[config.mk]
export PLATFORM = sky130hd
export DESIGN_NAME = pipeline_ctrl
export DESIGN_NICKNAME = d
export VERILOG_FILES = /design/src/rtl/pipeline_ctrl_pkg.sv /design/src/rtl/pipeline_ctrl_sat_counter.sv /design/src/rtl/pipeline_ctrl.sv
export SDC_FILE = /design/constraint.sdc
export NUM_CORES = 1
export LEC_CHECK = 0
export BUFFER_PORTS_ARGS = -buffer_cell sky130_fd_sc_hd__clkbuf_2
export CAP_MARGIN = 10
export CORE_ASPECT_RATIO = 2
export CORE_MARGIN = 4
export CORE_UTILIZATION = 55
export DETAILED_ROUTE_END_ITERATION = 7
export GPL_TIMING_DRIVEN = 0
export PLACE_DENSITY_LB_ADDON = 0.12
export SLEW_MARGIN = 5
export SYNTH_ARGS = -nofsm -noshare
export SYNTH_HDL_FRONTEND = slang
export SYNTH_HIERARCHICAL = 1
export SYNTH_SLANG_ARGS = --single-unit
export TNS_END_PERCENT = 30
[constraint.sdc]
create_clock -name clk -period 4.3 [get_ports clk]
set_clock_uncertainty 0.2 [all_clocks]
set_input_delay 0.86 -clock clk [delete_from_list [all_inputs] [get_ports clk]]
set_output_delay 0.86 -clock clk [all_outputs]
set_load 0.005 [all_outputs]
[src/rtl/pipeline_ctrl_pkg.sv]
// Shared types and constants for the pipeline stall/flush sequencer.
// Holds the FSM encoding, counter widths and pipeline stage indices.
package pipeline_ctrl_pkg;

    typedef enum logic [1:0] {
        RUN      = 2'd0,
        DIV_BUSY = 2'd1,
        DIV_HOLD = 2'd2
    } ctrl_state_t;

    localparam int DIV_LATENCY_DEF = 32;
    localparam int MEM_TIMEOUT_DEF = 255;
    localparam int DIV_CNT_W       = $clog2(DIV_LATENCY_DEF);
    localparam int MEM_CNT_W       = $clog2(MEM_TIMEOUT_DEF + 1);

    localparam int STAGE_F = 0;
    localparam int STAGE_D = 1;
    localparam int STAGE_E = 2;
    localparam int STAGE_M = 3;
    localparam int STAGE_W = 4;

    // Width helpers for instances that override the default latencies.
    function automatic int div_cnt_width(input int latency);
        return $clog2(latency);
    endfunction

    function automatic int mem_cnt_width(input int timeout);
        return $clog2(timeout + 1);
    endfunction

endpackage

[src/rtl/pipeline_ctrl_sat_counter.sv]
// Saturating, clearable up-counter with a terminal flag; used as the
// memory-wait watchdog.
module sat_counter #(
    parameter int W   = 8,
    parameter int MAX = 255
) (
    input  logic clk,
    input  logic rst,
    input  logic inc,
    input  logic clear,
    output logic terminal
);

    logic [W-1:0] count;

    // NOTE: sequential state uses non-blocking assignments only, so every
    // flop samples the pre-edge values regardless of block ordering.
    always_ff @(posedge clk) begin
        if (rst || clear) begin
            count <= '0;
        end else if (inc && (count != W'(MAX))) begin
            count <= count + W'(1);
        end
    end

    assign terminal = (count == W'(MAX));

endmodule

[src/rtl/pipeline_ctrl.sv]
// Pipeline stall/flush sequencer: decides per cycle which stages freeze or
// take a bubble for memory waits, the fixed-latency divider, load-use and branches.
module pipeline_ctrl
    import pipeline_ctrl_pkg::*;
#(
    parameter int DIV_LATENCY = 32,
    parameter int MEM_TIMEOUT = 255,
    parameter int CNT_W       = 32
) (
    input  logic             clk,
    input  logic             rst,
    input  logic [4:0]       rs1_d,
    input  logic [4:0]       rs2_d,
    input  logic [4:0]       rd_e,
    input  logic             mem_read_e,
    input  logic             branch_e,
    input  logic             div_start_e,
    input  logic             mem_req_m,
    input  logic             mem_ready,
    output logic             stall_f,
    output logic             stall_d,
    output logic             stall_e,
    output logic             stall_m,
    output logic             flush_d,
    output logic             flush_e,
    output logic             flush_m,
    output logic             flush_w,
    output logic             div_done,
    output logic             mem_err,
    output logic [CNT_W-1:0] stall_cycles
);

    localparam int DCW = div_cnt_width(DIV_LATENCY);
    localparam int MCW = mem_cnt_width(MEM_TIMEOUT);
    localparam logic [DCW-1:0] DIV_LOAD = DCW'(DIV_LATENCY - 1);

    ctrl_state_t state, state_next;
    logic [DCW-1:0] div_cnt, div_cnt_next;
    logic ms, load_use, mem_timeout, div_done_c;
    logic [STAGE_M:STAGE_F] stall_v;
    logic [STAGE_W:STAGE_D] flush_v;

    assign ms       = mem_req_m & ~mem_ready;
    assign load_use = mem_read_e & (rd_e != 5'd0) & ((rd_e == rs1_d) | (rd_e == rs2_d));

    // NOTE: every signal written here gets a default first, so no path
    // through the block can leave one unassigned and infer a latch.
    always_comb begin
        state_next   = state;
        div_cnt_next = div_cnt;
        stall_v      = '0;
        flush_v      = '0;
        div_done_c   = 1'b0;

        if (ms) begin
            stall_v          = '1;
            flush_v[STAGE_W] = 1'b1;
        end

        unique case (state)
            RUN: begin
                if (div_start_e && !ms) begin
                    stall_v[STAGE_E:STAGE_F] = '1;
                    flush_v[STAGE_M]         = 1'b1;
                    div_cnt_next             = DIV_LOAD;
                    state_next               = DIV_BUSY;
                end
            end
            DIV_BUSY: begin
                if (div_cnt != '0) begin
                    // M is frozen during a memory wait, so it must not take a bubble.
                    stall_v[STAGE_E:STAGE_F] = '1;
                    flush_v[STAGE_M]         = ~ms;
                    div_cnt_next             = div_cnt - DCW'(1);
                end else if (!ms) begin
                    div_done_c = 1'b1;
                    state_next = RUN;
                end else begin
                    state_next = DIV_HOLD;
                end
            end
            DIV_HOLD: begin
                if (!ms) begin
                    div_done_c = 1'b1;
                    state_next = RUN;
                end
            end
            default: state_next = RUN;
        endcase

        // A frozen E masks both flush sources; a branch flushes D, so it
        // overrides the load-use stall.
        if (!stall_v[STAGE_E]) begin
            if (branch_e) begin
                flush_v[STAGE_E:STAGE_D] = '1;
            end else if ((state == RUN) && load_use) begin
                stall_v[STAGE_D:STAGE_F] = '1;
                flush_v[STAGE_E]         = 1'b1;
            end
        end

        if (rst) begin
            stall_v    = '0;
            flush_v    = '1;
            div_done_c = 1'b0;
        end
    end

    always_ff @(posedge clk) begin
        if (rst) begin
            state   <= RUN;
            div_cnt <= '0;
        end else begin
            state   <= state_next;
            div_cnt <= div_cnt_next;
        end
    end

    sat_counter #(
        .W   (MCW),
        .MAX (MEM_TIMEOUT)
    ) u_mem_wait (
        .clk      (clk),
        .rst      (rst),
        .inc      (ms),
        .clear    (~ms),
        .terminal (mem_timeout)
    );

    always_ff @(posedge clk) begin
        if (rst) begin
            mem_err      <= 1'b0;
            stall_cycles <= '0;
        end else begin
            if (mem_timeout) mem_err <= 1'b1;
            if (stall_v[STAGE_F]) stall_cycles <= stall_cycles + CNT_W'(1);
        end
    end

    assign stall_f  = stall_v[STAGE_F];
    assign stall_d  = stall_v[STAGE_D];
    assign stall_e  = stall_v[STAGE_E];
    assign stall_m  = stall_v[STAGE_M];
    assign flush_d  = flush_v[STAGE_D];
    assign flush_e  = flush_v[STAGE_E];
    assign flush_m  = flush_v[STAGE_M];
    assign flush_w  = flush_v[STAGE_W];
    assign div_done = div_done_c;

endmodule

**Yosys cells after proc, flatten, opt, wreduce, memory -nomap -nowiden**

Cells that the tools add are included.

- Register bits: 48
- Input port bits: 22
- Output and inout bits: 42

- Add/subtract/negate cells: 3
- Eq/ne operators: 10
- Mux-type cells: 29
- Bitwise gates (word level): 6
- Reduce and logical (&&, ||, !) cells: 11

Operators with widths:

| kind | number |
|---|---|
| adder 32 x 1 -> 32 bit, second input constant | 1 |
| two-way mux 2 bit | 8 |
| two-way mux 4 bit | 3 |
| == test 5 bit | 2 |
| two-way mux 5 bit | 2 |
| case mux 5 bit (2 select lines) | 1 |
| nonzero test 5 bit | 2 |
| two-way mux 1 bit | 9 |
| adder 8 x 1 -> 8 bit, second input constant | 1 |
| == test 8 bit, second input constant | 1 |
| inequality test 2 bit, second input constant | 4 |
| inequality test 8 bit, second input constant | 1 |
| two-way mux 3 bit | 2 |
| case mux 2 bit (3 select lines) | 1 |
| case mux 3 bit (2 select lines) | 1 |
| AND reduction 3 bit | 2 |
| subtractor 5 x 1 -> 5 bit, second input constant | 1 |
| case mux 1 bit (2 select lines) | 2 |
| bitwise AND 1 bit | 3 |
| logical AND 1 bit | 3 |
| == test 2 x 1 -> 1 bit, second input constant | 1 |
| == test 2 bit, second input constant | 1 |
| logical NOT 2 bit | 1 |
| inverter 1 bit | 2 |
| 4 further kinds | 4 |

**Longest topological paths before layout**

- Depth after elaboration: 10
- Depth in mapped cells: 10
- Gate-level depth less buffers: 8

**Hierarchy**

Netlist, hierarchy kept.

Modules (own cells, without submodules):

| module | times used | cells each | area each (um^2) |
|---|---|---|---|
| pipeline_ctrl | 1 | 279 | 2347.3 |
| sat_counter | 1 | 49 | 425.4 |

**Worst setup path before layout**

No wires, ideal clock.

- Path type: input to output
- From: input rd_e[1]
- To: output stall_f
- Arrival time: 2329 ps
- Data required time: 3240 ps
- Setup slack: 911 ps
- Stages: 8
- Cell sequence: or4_1 -> o211ai_1 -> nor3_1 -> a21oi_2 -> buf_6 -> buf_6 -> inv_2 -> buf_4

- Word-level cells in the longest chain between the ends: 8
- Elaborated cells on any way between the ends: 11
- Those cells by class: eq/ne: 2; mux: 4; bitwise: 3; reduce/logical: 2

Ends and longest elaborated chain:

| what | line | RTL |
|---|---|---|
| start, declared | pipeline_ctrl.sv:14 | `input logic [4:0] rd_e,` |
| == test 5 bit / nonzero test 5 bit (equally long branches) | pipeline_ctrl.sv:44 | `assign load_use = mem_read_e & (rd_e != 5'd0) & ((rd_e == rs1_d) \| (rd_e == rs2_d));` |
| bitwise OR 1 bit / bitwise AND 1 bit (equally long branches) | pipeline_ctrl.sv:44 |  |
| bitwise AND 1 bit * | pipeline_ctrl.sv:44 |  |
| logical AND 1 bit * | pipeline_ctrl.sv:96 | `end else if ((state == RUN) && load_use) begin` |
| two-way mux 2 bit * | pipeline_ctrl.sv:96 |  |
| two-way mux 2 bit * | pipeline_ctrl.sv:94 | `if (branch_e) begin` |
| two-way mux 2 bit * | pipeline_ctrl.sv:93 | `if (!stall_v[STAGE_E]) begin` |
| two-way mux 4 bit * | pipeline_ctrl.sv:102 | `if (rst) begin` |
| end, declared | pipeline_ctrl.sv:20 | `output logic stall_f,` |

Every way passes the cells marked *; elsewhere a longest branch is shown, timed or not.

**Worst setup path in the final report**

Same ends and word-level chain as after synthesis.

==> results_dict.tcl <==
set metrics [dict create \
    grt_pass1_wl_um 12300 \
    worst_ir_drop_vdd_mv 0.330 \
    p_leak_nw 1.22 \
    syn-cell-area_um2 2770 \
    gp_congestion 0.888 \
    synth-seq-area-share_pct 34.7 \
    synth-seq-cells 48 \
    dp.final_hpwl_um 5580 \
    crit_type "input port to output pin" \
    hold_viol_final 0 \
    cts-htree-levels 2 \
    slew_viol_final 0 \
    synth_top_family_by_area "simple AND/OR/NAND/NOR gates" \
    status "complete, no violations" \
    diodes 0 \
    setup_viol 0 \
    multi_input_area_um2 1660 \
    firstDrtPassIters 4 \
    die_h_um 108 \
    muxShareOfSynthArea_pct 1.81 \
    cts_buffers 5 \
    grt_usage_pct 24.7 \
    synthXorXnorAreaFrac_pct 4.42 \
    routed_wl_um 7250 \
    synth_top_area_share_pct 34.7 \
    synth_edf_count 0 \
    worstSetupStartpointType "input port" \
    antenna_found_initial 0 \
    grt_busiest_layer "met2" \
    path_cells "clkbuf_2, or4_1, o211ai_1, nor3_1, a21oi_2, buf_6, buf_6, inv_2, buf_4, clkbuf_2" \
    post_cts_buffers 0 \
    grt_max_degree 15 \
    fillers 429 \
    ys_top_cells_by_area "dfxtp_1, or3_1, nand2_1" \
    worst_slew_pin_slew_ns 0.632 \
    synth_nets 358 \
    hold_path.class "register to register" \
    first_global_vias 2798 \
    globalRoute.totalOverflow 0 \
    seq_area_um2 961 \
    min_period_ns 3.81 \
    slew-limit-headroom_pct 57.5 \
    die_x_um 58.2 \
    p_int_uw 794 \
    ioPinCount 64 \
    nets 428 \
    via_per_inst 6.09 \
    dp_slack_ns 0.474 \
    syn2layout_area_growth_pct 17.8 \
    gr-usage-met3_pct 4.30 \
    vias 2778 \
    power_density_nw_per_um2 363 \
    cts_root_buf "clkbuf_8" \
    reg2reg_slack_ns 1.72 \
    die_area_um2 6310 \
    synth_cells 328 \
    fin_setup_tns_ns 0 \
    cts_hold_buffers 0 \
    pwr-share-comb_pct 29.3 \
    drt_iter0_markers 101 \
    fin_crit_sh_pct 88.6 \
    grt_util_met2_pct 47.2 \
    io_buffers 63 \
    cp.arrival_ns 2.75 \
    ys_types 62 \
    fin_ws_ns 0.489 \
    cp_slowest_stage_delay_ns 0.54 \
    cts.path.max_buffers 2 \
    cts_sinks 48 \
    synth_fa_ha_area_share_pct 3.61 \
    p_sw_share_pct 33.1 \
    cts_tree "yes" \
    yosys.area.top_type "dfxtp_1" \
    max_freq_mhz 262 \
    crit_buf_inv 6 \
    synthSimpleGateAreaFrac_pct 25.4 \
    grt_use_met1_pct 24.4 \
    ys_warn_count 6 \
    insertion_delay_ns 0.31 \
    cts_resized 0 \
    power.total_mw 1.19 \
    synthArstFlopShare_pct 0 \
    path_max_fanout 10 \
    drive_above_1_share_pct 26.1 \
    start_util_pct 57.0 \
    synth_compound_area_share_pct 24.7 \
    p_switching_uw 392 \
    rsz0062_at_grt "false" \
    clkPwrFrac_pct 27.8 \
    ant_nets 0 \
    path_clk_slew_ns 0.09 \
    row_count 36 \
    seqPwrFrac_pct 42.9 \
    required_ns 3.24 \
    drv_cap 0 \
    core-area_um2 4860 \
    postSynthAreaPerCell_um2 8.45 \
    drc 0 \
    ys.flop_type "dfxtp_1" \
    crit_path_end_kind "output pin" \
    crit_family "buffers and inverters" \
    hold_slack_ns 0.279 \
    wire_per_inst_um 15.9 \
    cp_slowest_cell "or4_1" \
]
## through the flow
| step | instance area [um^2] | util, % | instances |
|---|---|---|---|
| after floorplan | 2770 | - | 328 |
| after global placement | 3160 | 64.9 | 448 |
| after detailed placement | 3160 | 64.9 | 448 |
| after CTS | 3270 | 67.2 | 456 |
| after global routing | 3270 | 67.2 | 456 |
| final | 3270 | 67.2 | 456 |
## Yosys cell counts (2+ instances only)
library cell	number
dfxtp_1	48
nand2_1	31
a21oi_1	22
or3_1	22
inv_1	16
o21ai_1	14
a21oi_2	13
nand3_1	13
nand4_1	11
nor2_1	11
xnor2_1	11
and3_1	8
ha_1	8
nor3_1	8
o21ai_0	7
clkbuf_1	5
mux2i_1	5
buf_6	4
o21ai_2	4
o31ai_1	4
or4_1	4
a2111oi_0	3
and2_1	3
o311ai_1	3
o31a_1	3
o41ai_1	3
xor2_1	3
a211oi_1	2
a21o_1	2
a31oi_1	2
and4_1	2
buf_2	2
o21a_1	2
## power groups by stage
stage / sequential (mW) / clock [mW] / combinational, mW
2_1_floorplan: 0.513 / 0 / 0.251
3_3_place_gp: 0.518 / 0 / 0.339
3_5_place_dp: 0.519 / 0 / 0.346
4_1_cts: 0.509 / 0.337 / 0.349
5_1_grt: 0.514 / 0.350 / 0.386
6_report: 0.509 / 0.330 / 0.347
## routing by layer
metal / wire length (um) / up-vias
li1: - / 1365
met1: 2780 / 1314
met2: 4000 / 80
met3: 290 / 19
met4: 181 / 0
met5: 0 / -
## path summary, 6_finish.rpt
path                 start              end  cells after the start
hold / removal     mem_err          mem_err                      2
setup reg to reg  state[1]  stall_cycles[9]                      9
setup / recovery   rd_e[1]          stall_f                     10
hold reg to reg    mem_err          mem_err                      2
## logic make-up after synthesis
family / count (synthesis)
fa+ha+maj: 8
mux: 5
flops: 48
buf+inv: 30
simple gates: 126
xor+xnor: 14
compound gates: 97
## cell usage in the layout (no fill, tap or decap), drive strengths merged, types with 2 or more instances in the layout
master / netlist / final
nor2: 12 / 12
a21oi: 35 / 35
o31ai: 4 / 4
nand2: 32 / 32
inv: 17 / 17
or3: 22 / 22
xnor2: 11 / 11
o21ai: 25 / 25
clkbuf: 5 / 74
or4b: 2 / 2
xor2: 3 / 3
o311ai: 3 / 3
and3: 8 / 8
o41ai: 3 / 3
ha: 8 / 8
dfxtp: 48 / 48
nor3: 9 / 9
a31oi: 2 / 2
nand3: 13 / 13
nand4: 11 / 11
mux2i: 5 / 5
a21o: 2 / 2
buf: 8 / 8
o21a: 2 / 2
a2111oi: 4 / 4
or4: 4 / 4
a211oi: 2 / 2
and2: 4 / 4
o31a: 3 / 3
and4: 2 / 2
## worst register-to-register path, cell delays in order (launching register included)
cell      delay [ns]
dfxtp_1         0.38
inv_1           0.09
ha_1            0.29
and2b_1         0.31
a221oi_4        0.11
nor2_2          0.13
a21oi_2         0.06
buf_6           0.16
or4b_2          0.64
a21oi_1         0.15
## sequential cells by signal, indices dropped and copies added, names as in the netlist
name and count:
u_mem_wait/count 8, mem_err 1, div_cnt 5, state 2, stall_cycles 32
## layout make-up
cell class                 count  area share [%]
buffer                        13            2.60
multi-input combinational    250            50.9
clock inverter                 2            1.07
inverter                      17            1.95
tap                           57            2.18
timing repair buffer          63            9.65
sequential                    48            29.4
clock buffer                   6            2.22
(Power assumes the default switching activity.)
